`config.mk`:
```
export PLATFORM = sky130hd
export DESIGN_NAME = multiplier_product_accumulator
export DESIGN_NICKNAME = d
export VERILOG_FILES = /design/src/rtl/mult_acc_pkg.sv /design/src/rtl/acc_add_sat.sv /design/src/rtl/multiplier_product_accumulator.sv
export SDC_FILE = /design/constraint.sdc
export NUM_CORES = 1
export LEC_CHECK = 0
export BUFFER_PORTS_ARGS = -buffer_cell sky130_fd_sc_hd__buf_4
export CORE_AREA = 2 2 85 87
export DETAILED_ROUTE_END_ITERATION = 16
export DIE_AREA = 0 0 87 89
export SYNTH_ARGS = -nofsm -noshare
export SYNTH_HDL_FRONTEND = slang
export SYNTH_SLANG_ARGS = --single-unit
```
`constraint.sdc`:
```
create_clock -name clk -period 2.94 [get_ports clk]
set_input_delay 0.147 -clock clk [delete_from_list [all_inputs] [get_ports clk]]
set_output_delay 0.147 -clock clk [all_outputs]
set_load 0.05 [all_outputs]
```
`src/rtl/mult_acc_pkg.sv`:
```
// mult_acc_pkg: shared state encoding and default sizing for the product accumulator
package mult_acc_pkg;
    typedef enum logic [0:0] {ACCUM = 1'b0, HOLD = 1'b1} state_t;
    localparam int DEF_PROD_WIDTH = 8;
    localparam int DEF_ACC_WIDTH = 16;
    localparam int DEF_COUNT = 4;
endpackage

```
`src/rtl/acc_add_sat.sv`:
```
// acc_add_sat: accumulator adder with carry-out; ACC_SATURATE_EN clamps to all-ones on carry
module acc_add_sat
    import mult_acc_pkg::*;
#(
    parameter int W = DEF_ACC_WIDTH
) (
    input  logic [W-1:0] a,
    input  logic [W-1:0] b,
    output logic [W-1:0] sum,
    output logic         carry
);
    logic [W-1:0] raw;
    assign {carry, raw} = {1'b0, a} + {1'b0, b};
`ifdef ACC_SATURATE_EN
    // once clamped, any further add carries again, so the clamp holds for the rest of the result
    assign sum = carry ? {W{1'b1}} : raw;
`else
    assign sum = raw;
`endif
endmodule

```
`src/rtl/multiplier_product_accumulator.sv`:
```
// multiplier_product_accumulator: sums COUNT products into one result on a valid/ready channel (ACC_SATURATE_EN selects clamping)
module multiplier_product_accumulator
    import mult_acc_pkg::*;
#(
    parameter int PROD_WIDTH = DEF_PROD_WIDTH,
    parameter int ACC_WIDTH = DEF_ACC_WIDTH,
    parameter int COUNT = DEF_COUNT
) (
    input  logic                  clk,
    input  logic                  rst,
    input  logic                  in_valid,
    output logic                  in_ready,
    input  logic [PROD_WIDTH-1:0] in_product,
    output logic                  out_valid,
    input  logic                  out_ready,
    output logic [ACC_WIDTH-1:0]  out_sum,
    output logic                  out_overflow,
    output logic [7:0]            beat_count
);
    state_t state;
    logic [ACC_WIDTH-1:0] acc;
    logic [ACC_WIDTH-1:0] sum;
    logic carry;
    logic ovf;
    logic accept;
    logic last;
    assign in_ready = state == ACCUM;
    assign out_valid = state == HOLD;
    assign accept = in_valid && in_ready;
    assign last = beat_count == 8'(COUNT - 1);
    acc_add_sat #(.W(ACC_WIDTH)) u_add (
        .a(acc),
        .b(ACC_WIDTH'(in_product)),
        .sum(sum),
        .carry(carry)
    );
    always_ff @(posedge clk) begin
        if (rst) begin
            state <= ACCUM;
            acc <= '0;
            ovf <= 1'b0;
            beat_count <= '0;
            out_sum <= '0;
            out_overflow <= 1'b0;
        end else if (state == ACCUM) begin
            if (accept && last) begin
                out_sum <= sum;
                out_overflow <= ovf | carry;
                acc <= '0;
                ovf <= 1'b0;
                beat_count <= '0;
                state <= HOLD;
            end else if (accept) begin
                acc <= sum;
                ovf <= ovf | carry;
                beat_count <= beat_count + 8'd1;
            end
        end else if (out_ready) begin
            state <= ACCUM;
        end
    end
endmodule

```
# Word-level counts from Yosys, hierarchy flattened
# Cells that the tools add are included.
[word_totals] output_inout_bits=27 in_bits=12 regBits=43 wordCells=25
[op_classes] n_mux=9 bitwise_logic=2 reduce_logical=5 eq_ne=1 addsub=2
[op_table] op="2-to-1 mux 16 bit" n=2
[op_table] op="adder 16 x 8 -> 17 bit" n=1
[op_table] op="2-to-1 mux 8 bit" n=2
[op_table] op="adder 8 x 1 -> 8 bit, second input constant" n=1
[op_table] op="equality test 8 x 2 -> 1 bit, second input constant" n=1
[op_table] op="2-to-1 mux 1 bit" n=5
[op_table] op="AND reduction 2 bit" n=2
[op_table] op="logical AND 1 bit" n=2
[op_table] op="nonzero test 2 bit" n=1
[op_table] op="NOT 1 bit" n=1
[op_table] op="OR 1 bit" n=1

# Logic depth before layout (Yosys ltp)
[depth] word_depth=5 ltp_mapped=7 ltp_nobuf=7

# Modules after synthesis
# From an unflattened synthesis, not the netlist that was laid out.
[hier_totals] hier_cells=297 area_unflattened_um2=2728.9
[by_module_without_submodules] mod="multiplier_product_accumulator" seq_area_each_um2=860.8 area_each_um2=1873.0 cells_per_inst=187 instances=1
[by_module_without_submodules] mod="acc_add_sat" seq_area_each_um2=0.0 area_each_um2=855.8 cells_per_inst=110 instances=1

# Worst setup path before layout
# OpenSTA, ideal clock, no wires.
[synth_timing] path_type="flip-flop to flip-flop" start="register beat_count[2]" end="register acc[15]" arrival_time_ns=2.085 setup_slack_ns=0.739 path_stages_with_launch=7 cell_sequence="dfxtp_1 -> or4_4 -> or4_4 -> buf_6 -> nand2_8 -> a2111oi_2 -> o22a_1"
[synth_via] elab_chain_len=4
[synth_rtl] element="from (decl)" line_no="multiplier_product_accumulator.sv:18" rtl="output logic [7:0] beat_count"
[synth_rtl] element="from (signal assigned)" line_no="multiplier_product_accumulator.sv:56" rtl="beat_count <= beat_count + 8'd1;"
[synth_rtl] element="equality test 8 x 2 -> 1 bit *" line_no="multiplier_product_accumulator.sv:30" rtl="assign last = beat_count == 8'(COUNT - 1);"
[synth_rtl] element="logical AND 1 bit *" line_no="multiplier_product_accumulator.sv:46" rtl="if (accept && last) begin"
[synth_rtl] element="nonzero test 2 bit (no line)"
[synth_rtl] element="AND reduction 2 bit (no line)"
[synth_rtl] element="to (signal assigned)" line_no="multiplier_product_accumulator.sv:54" rtl="acc <= sum;"
[synth_rtl] element="to (decl)" line_no="multiplier_product_accumulator.sv:21" rtl="logic [ACC_WIDTH-1:0] acc;"
# Every way passes the cells marked *; elsewhere a longest branch is shown, timed or not.
# A chain may end at the register's enable or synchronous reset.

# Worst setup path in the final report
[layout_timing] start="register acc[0]" end="register acc[14]"
[layout_via] elab_chain_len=3
[layout_rtl] element="adder 16 x 8 -> 17 bit" line_no="acc_add_sat.sv:13" rtl="assign {carry, raw} = {1'b0, a} + {1'b0, b};"
[layout_rtl] element="2-to-1 mux 16 bit" line_no="multiplier_product_accumulator.sv:53" rtl="end else if (accept) begin"
[layout_rtl] element="2-to-1 mux 16 bit" line_no="multiplier_product_accumulator.sv:46"
# No other way between the ends. The select of a mux whose other input is x is not followed.

==> key figures <==
Logic synthesis
  • Asr flop ratio synth: 0%
  • Post-synth EDFFs: 0
  • Number of distinct library cells after synthesis: between 40 and 50
  • Synth Flop Type: dfxtp_1
  • Register area share after synthesis: between 30% and 40%
  • Yosys warnings: 0
  • #FFs+latches synth: 43
  • Synth Cell Area: roughly 2300 µm²
  • Gate Count Post-Synth: 275
  • Syn_nets: a little under 300
  • Synth Area per Inst: approximately 8.4 µm²

Drt
  • First-iteration detailed-routing DRC count: 80
  • DR vias/cell: about 5.3
  • WL/cell: roughly 14 µm
  • WL final: 5424 µm
  • Detail Route Antenna Nets: 0
  • Via Count: between 2000 and 2500
  • Drt pass-1 iters: 4
  • # DRC: 0

Die
  • Core box area: approximately 6700 µm²
  • FP Rows: 30
  • # IOs: 39
  • Die ar.: 7743 µm²
  • Die W: slightly below 90 µm
  • Initial core utilization: around a third
  • DIE HEIGHT: just under 90 µm

Critical path
  • Crit Path Max Fanout: 7
  • Capturing element type of the critical path: flip-flop
  • Worst r2r path cells: 7
  • Startpoint types: flip-flop
  • CP required: 3.17 ns
  • Data arrival, critical path: 2.49 ns
  • Flop-to-flop setup slack: 0.67 ns
  • RR Startpoint: acc[0]
  • Setup Crit Path Kind: reg -> reg
  • R2r endpoint: acc[14]

Clocking
  • CTS H-tree depth: 2
  • Quantity of gates resized following cts: 0
  • Postcts setup bufs: 0
  • Clk_lat worst skew: ~0.3 ns
  • Clk Tree Root Cell: clkbuf_8
  • CTS Buf Count: 5
  • Clock sinks: 43
  • Clock-pin transition on the worst setup and hold timing paths: 0.09 ns
  • Hold buffer count at CTS: 0
  • Longest Clk Path Bufs: 2
  • TritonCTS clock tree: done

Placement
  • Post-DP Area: 2650 µm²
  • Port bufs: 38
  • Dpl hpwl: between 3000 and 4000 µm
  • Final Wtd Congestion: around 0.81

Final layout
  • Final instance area: between 2000 and 3000 µm²
  • Total Nets Final: between 300 and 400
  • Share of layout cells above drive strength 1: a little under a fifth
  • Area Growth Syn to Fin: 18.80%
  • Ant. Diodes: 0
  • Most frequent cells in the layout: dfxtp_1 (43), buf_4 (40), nor2_1 (31)
  • Most common cell after layout, fill and taps aside: dfxtp_1

Global route
  • Largest net degree at the start of global routing: between 40 and 50
  • Met3 Use GR: under 10%
  • Gr usage total: roughly 15%
  • Total gr overflow: 0
  • Vias in the first global route: between 1500 and 2000
  • Top Usage Layer GRT: met2
  • GR Util met2: around 22%
  • Global-route wire length before repair: roughly 9000 µm
  • Initial antenna violation count: 0
  • Met1 Usage GRT: 20.51%

Status
  • Outcome: finished, final reports clean

Pwr
  • Clk network pwr share: a little under a third
  • Pwr dens: 449.8 nW/µm²
  • P_sw: ~0.37 mW
  • Sequential cell fraction of total power: between 50 and 60%
  • Worst IR Drop VDD: about 170 µV
  • Comb pwr share: 19.2%
  • Total internal power: 0.8563 mW
  • Leakage: 1.043 nW
  • Switching Fraction: between 30% and 40%

Min path
  • Cell depth of the worst min-delay path: 3
  • Worst Hold End: out_valid
  • Hold Path Class: in -> reg
  • Hold Startpoint: out_ready

Timing
  • Final hold violation count: 0
  • Skew final: 0.008731 ns
  • FMAX: 441.4 MHz
  • Final setup fails: 0
  • Setup TNS: 0 ns
  • Final min period: between 2 and 2.5 ns
  • Hold Slack: 0.09629 ns
  • Worst rel slew slack: roughly 61%
  • Final Max Slew Viols: 0
  • RSZ-0062 raised after global routing: no
  • Crit share post-route: between 70% and 80%
  • Least-Margin Pin Slew: approximately 0.58 ns

Run
  • MaxCap Viol Count: 0
power groups by stage:
stage,combinational (mW),sequential [mW],clock (mW)
after detailed placement,0.236,0.630,0
final,0.236,0.617,0.378
after global placement,0.236,0.630,0
after CTS,0.238,0.617,0.391
after floorplan,0.160,0.642,0
after global routing,0.265,0.619,0.413
cell type report:
type                       count  area, µm²
tap                           80      100.1
multi-input combinational    213       1354
sequential                    43      860.8
timing repair buffer          41      320.3
clock inverter                 2      12.51
fill                         688       3984
clock buffer                   6      72.57
inverter                       4      15.01
kinds of logic (layout without fill, tap and decap cells):
logic type / after synthesis / after routing / share of synthesized area (%)
AO/OA/AOI/OAI: 80 / 80 / 22.94
XOR/XNOR: 14 / 14 / 5.326
adder cells (fa/ha/maj): 10 / 10 / 5.761
buffers and inverters: 19 / 53 / 3.804
flip-flops: 43 / 43 / 37.39
AND/OR/NAND/NOR: 109 / 109 / 24.78
worst max-delay path by stage:
| stage | from | end | slack, ns | depth (start not counted) |
|---|---|---|---|---|
| floorplan | beat_count[2] | acc[15] | 0.74 | 6 |
| global placement | acc[0] | out_overflow | 0.71 | 7 |
| detailed placement | acc[0] | acc[14] | 0.70 | 7 |
| CTS | acc[0] | acc[14] | 0.66 | 7 |
| global route | acc[0] | out_overflow | 0.37 | 7 |
| finish | acc[0] | acc[14] | 0.67 | 7 |
critical path, stage by stage, from the launching register on:
cell	delay, ns
dfxtp_1	0.34
ha_1	0.18
fa_1	0.24
a211oi_1	0.11
o211ai_1	0.52
nand4_1	0.27
or4_1	0.45
o21ai_0	0.08
metal layers:
metal | vias up | part of all wire, %
li1 | 1076 | -
met1 | 939 | 50
met5 | - | 0
met3 | 6 | 4.0
met2 | 45 | 45
met4 | 0 | 1.2
stage by stage:
step | worst slack (ns) | instances | power (mW) | util (%)
CTS | 0.6577 | 389 | 1.245 | 40.71
global placement | 0.7104 | 381 | 0.8655 | 39.44
detailed placement | 0.6965 | 381 | 0.8662 | 39.44
floorplan | 0.7386 | 275 | 0.8018 | -
finish | 0.6746 | 389 | 1.230 | 40.71
global route | 0.3651 | 389 | 1.298 | 40.71
cells in the mapped netlist, types with 2 or more instances:
cell type	number	area [µm²]
a2111oi_2	2	30.03
a211oi_1	11	82.58
a21o_1	5	37.54
a21oi_1	22	110.1
a22oi_1	3	22.52
a311oi_1	2	17.52
a31oi_1	4	25.02
and2_1	3	18.77
and3_1	5	31.28
and4_1	2	17.52
buf_2	4	20.02
clkbuf_1	9	33.78
dfxtp_1	43	860.8
ha_1	9	112.6
inv_1	4	15.01
nand2_1	28	105.1
nand2b_1	2	12.51
nand3_1	9	45.04
nand3b_1	3	22.52
nand4_1	8	50.05
nor2_1	31	116.4
nor3_1	4	20.02
o211ai_1	6	45.04
o21ai_0	14	70.07
o21ai_1	2	10.01
or2_2	2	12.51
or3_1	4	25.02
or4_1	2	15.01
or4_4	2	22.52
xnor2_1	4	35.03
xor2_1	10	87.58
flip-flops by register name, indices dropped and copies added, names as in the netlist:
register,cells
ovf,1
out_valid,1
beat_count,8
out_sum,16
acc,16
out_overflow,1
(Power assumes the default switching activity.)
